## src/rtl/pipe_pkg.sv

```systemverilog
// Shared state encoding and default payload field widths for the elastic pipeline register.
package pipe_pkg;

    localparam int PC_W  = 16;
    localparam int EX_W  = 63;
    localparam int MEM_W = 18;
    localparam int WB_W  = 8;
    localparam int PIPE_DATA_W = PC_W + EX_W + MEM_W + WB_W;

    typedef enum logic [1:0] {
        EMPTY = 2'd0,
        ONE   = 2'd1,
        TWO   = 2'd2
    } pipe_state_e;

endpackage

```

## src/rtl/pipe_data_reg.sv

```systemverilog
// Payload register with write enable and a per-bit clear mask applied on flush.
module pipe_data_reg #(
    parameter int                DATA_W   = 8,
    parameter logic [DATA_W-1:0] CLR_MASK = '1
) (
    input  logic              clk,
    input  logic              rst,
    input  logic              clr,
    input  logic              wen,
    input  logic [DATA_W-1:0] d,
    output logic [DATA_W-1:0] q
);

    // Reset clears everything; flush only clears the masked bits.
    always_ff @(posedge clk) begin
        if (rst)
            q <= '0;
        else if (clr)
            q <= q & ~CLR_MASK;
        else if (wen)
            q <= d;
    end

endmodule

```

## src/rtl/elastic_pipe_reg.sv

```systemverilog
// Two-entry skid pipeline register; in_ready/out_valid come straight from state.
// Optional back-pressure counter enabled by defining ELASTIC_STALL_CNT_EN.
module elastic_pipe_reg
    import pipe_pkg::*;
#(
    parameter int                DATA_W   = PIPE_DATA_W,
    parameter logic [DATA_W-1:0] CLR_MASK = '1,
    parameter int                CNT_W    = 16
) (
    input  logic              clk,
    input  logic              rst,
    input  logic              flush,
    input  logic              in_valid,
    output logic              in_ready,
    input  logic [DATA_W-1:0] in_data,
    output logic              out_valid,
    input  logic              out_ready,
    output logic [DATA_W-1:0] out_data
`ifdef ELASTIC_STALL_CNT_EN
    ,
    output logic [CNT_W-1:0]  stall_cnt
`endif
);

    pipe_state_e       state_q, state_d;
    logic              xfer_in, xfer_out;
    logic              main_wen, skid_wen;
    logic [DATA_W-1:0] main_d, skid_q;

    assign in_ready  = (state_q != TWO);
    assign out_valid = (state_q != EMPTY);
    assign xfer_in   = in_valid & in_ready;
    assign xfer_out  = out_valid & out_ready;

    // Refill main from skid when draining TWO, otherwise from the input.
    assign main_d = (state_q == TWO) ? skid_q : in_data;

    always_ff @(posedge clk) begin
        if (rst)
            state_q <= EMPTY;
        else
            state_q <= state_d;
    end

    always_comb begin
        state_d  = state_q;
        main_wen = 1'b0;
        skid_wen = 1'b0;
        case (state_q)
            EMPTY: begin
                if (xfer_in) begin
                    state_d  = ONE;
                    main_wen = 1'b1;
                end
            end
            ONE: begin
                if (xfer_in && xfer_out) begin
                    main_wen = 1'b1;
                end else if (xfer_in) begin
                    state_d  = TWO;
                    skid_wen = 1'b1;
                end else if (xfer_out) begin
                    state_d  = EMPTY;
                end
            end
            TWO: begin
                if (xfer_out) begin
                    state_d  = ONE;
                    main_wen = 1'b1;
                end
            end
            default: state_d = EMPTY;
        endcase
        if (flush) begin
            state_d  = EMPTY;
            main_wen = 1'b0;
            skid_wen = 1'b0;
        end
    end

    pipe_data_reg #(
        .DATA_W   (DATA_W),
        .CLR_MASK (CLR_MASK)
    ) u_main (
        .clk (clk),
        .rst (rst),
        .clr (flush),
        .wen (main_wen),
        .d   (main_d),
        .q   (out_data)
    );

    pipe_data_reg #(
        .DATA_W   (DATA_W),
        .CLR_MASK (CLR_MASK)
    ) u_skid (
        .clk (clk),
        .rst (rst),
        .clr (flush),
        .wen (skid_wen),
        .d   (in_data),
        .q   (skid_q)
    );

`ifdef ELASTIC_STALL_CNT_EN
    // Saturating; flush deliberately does not clear it.
    always_ff @(posedge clk) begin
        if (rst)
            stall_cnt <= '0;
        else if (out_valid && !out_ready && (stall_cnt != {CNT_W{1'b1}}))
            stall_cnt <= stall_cnt + CNT_W'(1);
    end
`endif

endmodule
```

## config.mk

```make
export PLATFORM = sky130hd
export DESIGN_NAME = elastic_pipe_reg
export DESIGN_NICKNAME = d
export VERILOG_FILES = /design/src/rtl/pipe_pkg.sv /design/src/rtl/pipe_data_reg.sv /design/src/rtl/elastic_pipe_reg.sv
export SDC_FILE = /design/constraint.sdc
export NUM_CORES = 1
export LEC_CHECK = 0
export CAP_MARGIN = 30
export CORE_MARGIN = 5
export CORE_UTILIZATION = 50
export CTS_CLUSTER_SIZE = 25
export DETAILED_ROUTE_END_ITERATION = 6
export PLACE_DENSITY = 0.8
export SLEW_MARGIN = 15
export SYNTH_ARGS = -nofsm -noshare
export SYNTH_HDL_FRONTEND = slang
export SYNTH_HIERARCHICAL = 1
export SYNTH_SLANG_ARGS = --single-unit
```

## constraint.sdc

```tcl
create_clock -name clk -period 1.9 [get_ports clk]
set_clock_uncertainty 0.2 [all_clocks]
set_input_delay 0.38 -clock clk [delete_from_list [all_inputs] [get_ports clk]]
set_output_delay 0.38 -clock clk [all_outputs]
set_load 0.1 [all_outputs]
```

==> results.txt, run 1 <==
The via count of the first global-routing pass came to 7596. The largest stage delay on the critical path came out at 0.34 ns. Derived from the worst setup path, the maximum achievable clock frequency is 0.5273 GHz. The clock latency on the worst-skew pair is 0.49 ns. The count of nets left with antenna violations once routing finished came out at 0. The worst setup path is launched from a flip-flop.

For this design the ratio of total power to cell area is 799.7 nW/um^2. The die width is 143.6 um. The number of antenna violations at the first check in global routing came out at 0. Summed over all failing endpoints, the final setup total negative slack is 0 ns. The row count is 48. The wire length on met2 came out at 11.65 mm. The flow ran to the end, and the final reports show no timing, DRC or antenna violations. The final setup violation count is 0.

The post-synthesis to final-layout area growth came out at 51.65%. TritonCTS built the clock tree. The remaining routing DRC violations is 0.

The final period utilization came out at 99.82%. After the first detailed-routing iteration, the DRC count stood at 536. The count of buffers from port buffering is 216.

The average wire length per cell after detail routing is 16.67 um. The synthesized netlist contains 20 unique library cells. Of all nets on the critical path, the largest fanout is 23.

0 antenna diodes ended up in the layout. The sum of overflow across all layers after global routing came out at 0. The routed length on met3 came out at 2.174 mm. The count of filler cells inserted in the layout came out at 1085. The post-detailed-placement half-perimeter wirelength is 16.14 mm. Headroom to the max-slew limit came out at 79.07%. The total power came out at 10.83 mW. Counting every net in the synthesized netlist gives 1143.

The worst ir drop on vdd is 0.0006822 V. The clock transition at the registers of the reported paths is 0.06 ns. The clock tree buffer depth came out at 3.

Ranked by total cell area, the synthesized netlist is headed by sky130_fd_sc_hd__dfxtp_1 48%, sky130_fd_sc_hd__mux2i_1 24%, sky130_fd_sc_hd__nand2_1 13%. The sequential cell area fraction in the yosys report is 47.55%. The final core utilization came out at 77.72%. The number of enable flip-flop cells after synthesis came out at 0. The most common flop cell mapped by yosys is sky130_fd_sc_hd__dfxtp_1. The count of H-tree levels built during CTS is 1. The final period demand of the worst path came out at 1.897 ns. The slowest stage of the critical path is the sky130_fd_sc_hd__dfxtp_2 cell.

The detailed router put a total of 10.58 mm of wire on met1. After clock tree synthesis, the flow added hold-fix buffers numbering 0. The die covers 20620 um^2. The post-route netlist has 16.59% of its cells at a drive strength greater than 1.

The post-route cell area came out at 13540 um^2. Across the run, the number of max-cap violations was 0. The most critical setup path has its startpoint at state_q[1]$_SDFFE_PP0P_.

The type of element capturing the critical path is a flip-flop. The total number of vias is 7603. The final RePlAce weighted congestion came out at 0.7793. The CTS root buffer is sky130_fd_sc_hd__clkbuf_16. TritonCTS created 23 clock buffers.

The post-synthesis cell area is 8926 um^2. Ranked by instance count, the synthesized netlist is headed by 317 x sky130_fd_sc_hd__nand2_1, 212 x sky130_fd_sc_hd__dfxtp_1, 210 x sky130_fd_sc_hd__mux2i_1, 210 x sky130_fd_sc_hd__nor2_1, 26 x sky130_fd_sc_hd__buf_2. Of all cell types, the one taking the most synthesized area is sky130_fd_sc_hd__dfxtp_1.

The synthesized instance count is 1033. The signal on the critical path passes through and2b_2, nand2_2, nor3_4, buf_6, buf_16, mux2i_1, nor2_1. The I/O pin count is 217. The proportion of register bits with asynchronous set or reset after synthesis came out at 0%. The reg-to-reg startpoint is state_q[1]$_SDFFE_PP0P_. Setup repair after global routing could not meet its margin everywhere. The actual slew at the worst max-slew pin is 0.3132 ns. For the worst setup path, the data arrival time is 2.07 ns.

The hold violation total from the final report is 0. The fraction of synthesized cell area taken by the top area cell type is 47.55%. The number of search-and-repair iterations in the first detailed-routing pass came out at 5.

Grouping stages by cell kind, the critical path spends the most delay in simple AND/OR/NAND/NOR gates. The startpoint identified for the worst hold timing path is u_skid/q[17]$_SDFFE_PP0P_. In the global route stage, overall resource usage came out at 22.91%. The data required time of the worst path is 2.08 ns.

The total wire length after detailed routing is 24.86 mm. The total of warnings raised by yosys came out at 6. The clock drives 212 sinks. The per-cell via count in the routed design came out at 5.099. In this run the vertical extent of the chip is 143.6 um. The placement-stage cell area came out at 12500 um^2. The final cell count without fillers is 1491. The leakage power of the design is 5.423 nW.

The area of the placeable core is 17420 um^2. The first-pass GRT wire length is 38.81 mm. The pin count of the biggest net entering global routing is 42. The count of nets after finishing is 1361.

The average cell area after synthesis came out at 8.641 um^2. The class of the most critical setup path is reg2reg. The type of the tightest min-delay check is reg2reg. The starting utilization of the core area came out at 51.25%.

The synthesis-stage register bit count is 212. The max-slew violation count came out at 0. The post-placement cell count came out at 1442. sky130_fd_sc_hd__nand2_1 is the most common cell in the netlist. The buffers plus inverters on the worst setup path came out at 2. The highest layer used for signal routing is met4.
[kinds of logic after synthesis]
| kind of cell | Yosys count | synth area share, % |
|---|---|---|
| simple gates | 535 | 22.82 |
| flops | 212 | 47.55 |
| mux | 210 | 23.55 |
| buf+inv | 72 | 5.733 |
| compound gates | 4 | 0.3504 |
[state kept, by name (all words and copies together) (netlist names)]
register	cells
state_q	2
u_main/q	105
u_skid/q	105
[placed cells by master (no fill, tap or decap), drive strengths merged, types with 2 or more instances in the layout]
cell type / instances
inv: 2
mux2i: 210
or2: 3
nor2: 210
clkdlybuf4s50: 109
dfxtp: 212
nand2: 317
clkbuf: 39
clkinv: 3
buf: 150
bufinv: 2
[metrics by stage]
stage	setup WS [ns]	hold slack [ns]
floorplan	0.1558	0.2521
global placement	-0.4748	0.2714
detailed placement	-0.5280	0.2803
CTS	0.001708	0.2953
global route	-0.07104	0.3229
finish	0.003427	0.2925
[worst min-delay path: cells and delay by family (launching register included)]
family	cells	cell delay (ns)
and+or+nand+nor	1	0.07
DFF	1	0.32
muxes	1	0.06
[timing repair]
item,CTS,global route
resized for setup,11,15
cloned,1,4
setup buffers,3,1
endpoints found under the hold margin,0,0
endpoints found under the setup margin,65,141
[power breakdown]
part	leakage (nW)	total (mW)	switching, mW	internal [mW]
clock	0.392	4.56	1.73	2.83
combinational	3.32	1.67	0.921	0.748
sequential	1.71	4.59	0.0761	4.52
[cell type report]
type / count / area, um^2 / area share [%]
inverters: 1 / 11.26 / 0.08319
well taps: 225 / 281.5 / 2.080
flip-flops and latches: 212 / 4249 / 31.39
multi-input cells: 749 / 4248 / 31.38
clock buffers: 35 / 710.7 / 5.250
repair inverters: 1 / 6.256 / 0.04622
clock inverters: 5 / 75.07 / 0.5546
repair buffers: 263 / 3955 / 29.22
[path summary, 6_finish.rpt]
path                               end  slack, ns  cells after the start
max          u_skid/q[79]$_SDFFE_PP0P_      0.003                      7
min          u_skid/q[17]$_SDFFE_PP0P_       0.29                      2
max reg2reg  u_skid/q[79]$_SDFFE_PP0P_      0.003                      7
min reg2reg  u_skid/q[17]$_SDFFE_PP0P_       0.29                      2
[metal layers]
layer | vias up | GRT usage (%)
met1 | 3593 | 29.82
met4 | 0 | 5.302
met5 | - | 0
li1 | 3734 | -
met3 | 38 | 6.290
met2 | 238 | 38.15
Power figures use the tool's default switching activity.
==> run 2: changes to the inputs <==
Settings changed: CORE_UTILIZATION 50 to 55, PLACE_DENSITY 0.8 to 0.85, RECOVER_POWER from default to 25, SYNTH_HIERARCHICAL 1 to default.
Clock period 1.9 ns to 2.2 ns, I/O delays scaled along.
==> run 2 against run 1 <==
  * First-iteration DRC count is 59% higher
  * Largest power group unchanged
  * Hold slack worse by 0.16 ns
  * Flip-flop and latch count stayed put
  * Sequential power is 13% lower
  * Combinational power is 2% higher
  * Worst setup slack better by 0.079 ns
  * Core utilization is 4.9 points lower
  * Routed wire length is 10% higher
  * Synthesized area is 7.2% higher
  * Total power is 14% lower
  * Critical path depth is 4 lower
==> results.txt, run 2 <==
The number of buffers created by CTS is 22 (was 23). The average cell area after synthesis came out at 9.672 um^2 (was 8.641 um^2). The count of max-cap constraint violations came out at 0 (unchanged).

The relative slew slack came out at 63.42% (was 79.07%). The total of warnings raised by yosys was 0 (was 6). The smallest clock period supported by the final layout is computed as 2.118 ns. In this design, the critical path's most frequently occurring cell is sky130_fd_sc_hd__buf_12. The max-slew violation count came out at 0 (unchanged). The type of origin of the critical path is a flip-flop (unchanged). The pin count of the biggest net entering global routing came out at 170 (was 42).

The CTS root buffer is sky130_fd_sc_hd__clkbuf_16 (unchanged). The most frequent standard cell in the layout excluding fill and tap cells was sky130_fd_sc_hd__dfxtp_1 (was sky130_fd_sc_hd__nand2_1). Most used standard cells in the synthesized netlist: 212 x sky130_fd_sc_hd__dfxtp_1, 181 x sky130_fd_sc_hd__a211oi_1, 106 x sky130_fd_sc_hd__a21oi_1 (was 317 x sky130_fd_sc_hd__nand2_1, 212 x sky130_fd_sc_hd__dfxtp_1, 210 x sky130_fd_sc_hd__mux2i_1, 210 x sky130_fd_sc_hd__nor2_1, 26 x sky130_fd_sc_hd__buf_2). The data required time of the worst path is 1.56 ns (was 2.08 ns). The share of total power in combinational logic came to 18.4% (was 15.4%). The class of the most critical setup path is reg2out (was reg2reg). The CTS tree is yes (unchanged). The switching power summed over all nets is 2.688 mW (was 2.730 mW). The largest stage delay on the critical path is 0.41 ns (was 0.34 ns). The synthesized instance count came out at 989 (was 1033). The type of the tightest min-delay check is in2reg (was reg2reg). The number of antenna violations at the first check in global routing came out at 1 (was 0). The remaining routing DRC violations came to 0 (unchanged).

The cell type with the highest aggregate area in the netlist is sky130_fd_sc_hd__dfxtp_1 (unchanged). The proportion of register bits with asynchronous set or reset after synthesis came to 0% (unchanged). The post-synthesis mux area share came out at 10.99% (was 23.55%).

The summed negative setup slack over all endpoints is 0 ns (unchanged). The total number of vias is 8627 (was 7603). Critical-path cell list: nand2b_4, buf_12, buf_12 (was and2b_2, nand2_2, nor3_4, buf_6, buf_16, mux2i_1, nor2_1). The final RePlAce weighted congestion is 0.7829 (was 0.7793).

The post-detailed-placement half-perimeter wirelength was 16.86 mm (was 16.14 mm). The actual slew at the worst max-slew pin came out at 0.5511 ns (was 0.3132 ns). The post-cts hold buffer count came to 0 (unchanged). The clock latency on the worst-skew pair came out at 0.49 ns (about the same). Run status: complete, no violations (unchanged). The power share of the clock group is 38.7% (was 42.2%). Largest registers: u_main.q: 105 flops, u_skid.q: 105 flops, state_q: 2 flops (was u_main/q: 105 flops, u_skid/q: 105 flops, state_q: 2 flops).

The final cell count without fillers came out at 1381 (was 1491). The most common flop cell mapped by yosys is sky130_fd_sc_hd__dfxtp_1 (unchanged). The total wire length after detailed routing is 27.46 mm (was 24.86 mm). The sum of overflow across all layers after global routing came to 0 (unchanged).

Highest-count cells in the layout ignoring fill and taps: 210 x sky130_fd_sc_hd__dfxtp_1, 204 x sky130_fd_sc_hd__a211oi_1, 111 x sky130_fd_sc_hd__buf_4, 107 x sky130_fd_sc_hd__clkdlybuf4s50_1, 106 x sky130_fd_sc_hd__a21oi_1 (was 316 x sky130_fd_sc_hd__nand2_1, 210 x sky130_fd_sc_hd__nor2_1, 210 x sky130_fd_sc_hd__dfxtp_1, 205 x sky130_fd_sc_hd__mux2i_1, 124 x sky130_fd_sc_hd__buf_12). The compound-cell area share of the yosys netlist came to 29.40% (was 0.3504%). The switching part of the total power came out at 28.82% (was 25.22%). The most frequent cell after synthesis is sky130_fd_sc_hd__dfxtp_1 (was sky130_fd_sc_hd__nand2_1).

The starting utilization of the core area is 55.69% (was 51.25%). The sink count of the clock tree came out at 212 (unchanged). RSZ-0062 raised after global routing: no (was yes). The post-synthesis xor/xnor area fraction is 0% (unchanged). The die width is 141.9 um (was 143.6 um). The portion of total power attributed to sequential cells came out at 43.0% (was 42.4%).

The via count of the first global-routing pass is 8255 (was 7596). The synthesis-stage register bit count came to 212 (unchanged). The first-pass GRT wire length came out at 42.77 mm (was 38.81 mm). The fraction of final layout cells with drive strength greater than 1 is 17.39% (was 16.59%). The overall die area is 20130 um^2 (was 20620 um^2). The power per unit of standard cell area was 746.1 nW/um^2 (was 799.7 nW/um^2). The net count after synthesis came out at 1099 (was 1143). The master of the slowest instance on the critical path is sky130_fd_sc_hd__dfxtp_4 (was sky130_fd_sc_hd__dfxtp_2). The endpoint arrival time on the critical path came out at 1.48 ns (was 2.07 ns). The count of nets after finishing is 1252 (was 1361). The number of search-and-repair iterations in the first detailed-routing pass is 5 (unchanged). The post-synthesis cell area was 9565 um^2 (was 8926 um^2). The count of buffers from port buffering was 216 (unchanged). The height of the die came out at 141.9 um (was 143.6 um).

The number of distinct library cells after synthesis is 23 (was 20). The area of the placeable core came out at 17180 um^2 (was 17420 um^2). The leakage power of the design came out at 5.055 nW (was 5.423 nW). The fraction of synthesized cell area taken by the top area cell type came out at 44.37% (was 47.55%). The type of element capturing the critical path was an output pin (was flip-flop). The upper clock frequency limit came out at 0.4722 GHz.

The number of design-rule violations left by the first detailed-router iteration is 850 (was 536). The placement-stage worst setup slack is -0.09665 ns (was -0.5280 ns). The row count is 48 (unchanged).

The adder-cell share of the synthesized area was 0% (unchanged). The number of nets still failing antenna checks after routing came out at 0 (unchanged). The final critical-path setup slack was 0.08238 ns (was 0.003427 ns). The top fanout value on the critical path came to 13 (was 23). Top post-synthesis cells by area: sky130_fd_sc_hd__dfxtp_1 44%, sky130_fd_sc_hd__a211oi_1 14%, sky130_fd_sc_hd__mux2i_1 11% (was sky130_fd_sc_hd__dfxtp_1 48%, sky130_fd_sc_hd__mux2i_1 24%, sky130_fd_sc_hd__nand2_1 13%).

The total power came out at 9.326 mW (was 10.83 mW). The main combinational cell family by area after synthesis was compound AO/OA/AOI/OAI gates (was multiplexers). The final critical path takes up 96.26% of the cycle. The worst ir drop on vdd is 0.0005355 V (was 0.0006822 V). The count of filler cells inserted in the layout was 1320 (was 1085). The internal power component is 6.639 mW (was 8.095 mW). The hold violation total from the final report was 0 (unchanged). The sequential cell area fraction in the yosys report came out at 44.37% (was 47.55%). The clock transition at the registers of the reported paths is 0.06 ns (about the same).

The final setup violation count is 0 (unchanged). The average wire length per cell after detail routing is 19.88 um (was 16.67 um). The post-placement cell count is 1342 (was 1442). The count of H-tree levels built during CTS came to 1 (unchanged).

The per-cell via count in the routed design is 6.247 (was 5.099). The I/O pin count came out at 217 (unchanged). The final antenna diode count is 0 (unchanged). The final worst hold slack is 0.1359 ns (was 0.2925 ns). The clock tree buffer depth was 3 (unchanged). The post-synthesis share of cell area spent on and, or, nand and nor gates is 9.117% (was 22.82%). The total global-route track usage came out at 25.46% (was 22.91%). The post-synthesis to final-layout area growth is 30.69% (was 51.65%). The number of enable flip-flop cells after synthesis is 0 (unchanged). The number of setup buffers added after CTS is 0 (was 3).
-- run 2: stage by stage --
step	util, %	instance area (um^2)
final	72.78	12500
after CTS	73.73	12660
after global routing	72.78	12500
after detailed placement	69.42	11920
after global placement	69.42	11920
after floorplan	-	9565
-- run 2: logic make-up (layout without fill, tap and decap cells) --
group,count (synthesis),in the layout
AO/OA/AOI/OAI,425,425
flip-flops,212,212
buffers and inverters,130,297
AND/OR/NAND/NOR,117,117
multiplexers,105,105
-- run 2: final timing paths --
kind / startpoint / to / slack, ns / depth (start not counted)
hold reg to reg: u_skid.q[54]$_SDFFE_PP0P_ / u_skid.q[54]$_SDFFE_PP0P_ / 0.27 / 2
setup reg to reg: state_q[1]$_SDFFE_PP0P_ / u_main.q[33]$_SDFFE_PP0P_ / 0.22 / 4
hold / removal: flush / u_skid.q[98]$_SDFFE_PP0P_ / 0.14 / 3
setup / recovery: state_q[0]$_SDFFE_PP0P_ / in_ready / 0.08 / 3
-- run 2: metal layers --
layer  part of all wire (%)  vias up  routed length (um)  GRT usage, %
li1                       -     4044                   -             -
met1                     43     4192               11800         34.89
met2                     47      340               12850         41.71
met3                    8.0       49                2184         4.314
met4                    2.2        2                 617         6.919
met5                  0.047        -                  13             0
-- run 2: area by class of cell --
cell class / instances / area (um^2) / share of cell area (%)
repair buffers: 259 / 2581 / 20.65
well taps: 225 / 281.5 / 2.252
clock buffers: 36 / 694.4 / 5.555
flip-flops and latches: 212 / 4249 / 33.99
multi-input cells: 647 / 4684 / 37.47
clock inverters: 2 / 10.01 / 0.08007
-- run 2: critical path: cells and delay by family, from the launching register on --
family                 cells  cell delay (ns)
DFF                        1             0.41
buffers and inverters      2             0.38
and+or+nand+nor            1             0.19
-- run 2: what timing repair did --
item | CTS | global route
gates cloned | 1 | 0
hold endpoints to repair | 0 | 0
setup endpoints to repair | 1 | 1
resized for setup | 2 | 1
-- run 2: power groups by stage --
stage               Combinational (mW)  Clock, mW  Sequential, mW
finish                            1.71       3.61            4.01
global route                      1.79       3.80            4.01
CTS                               1.75       3.65            4.01
detailed placement                1.74          0            4.09
global placement                  1.72          0            4.09
floorplan                        0.522          0            4.72
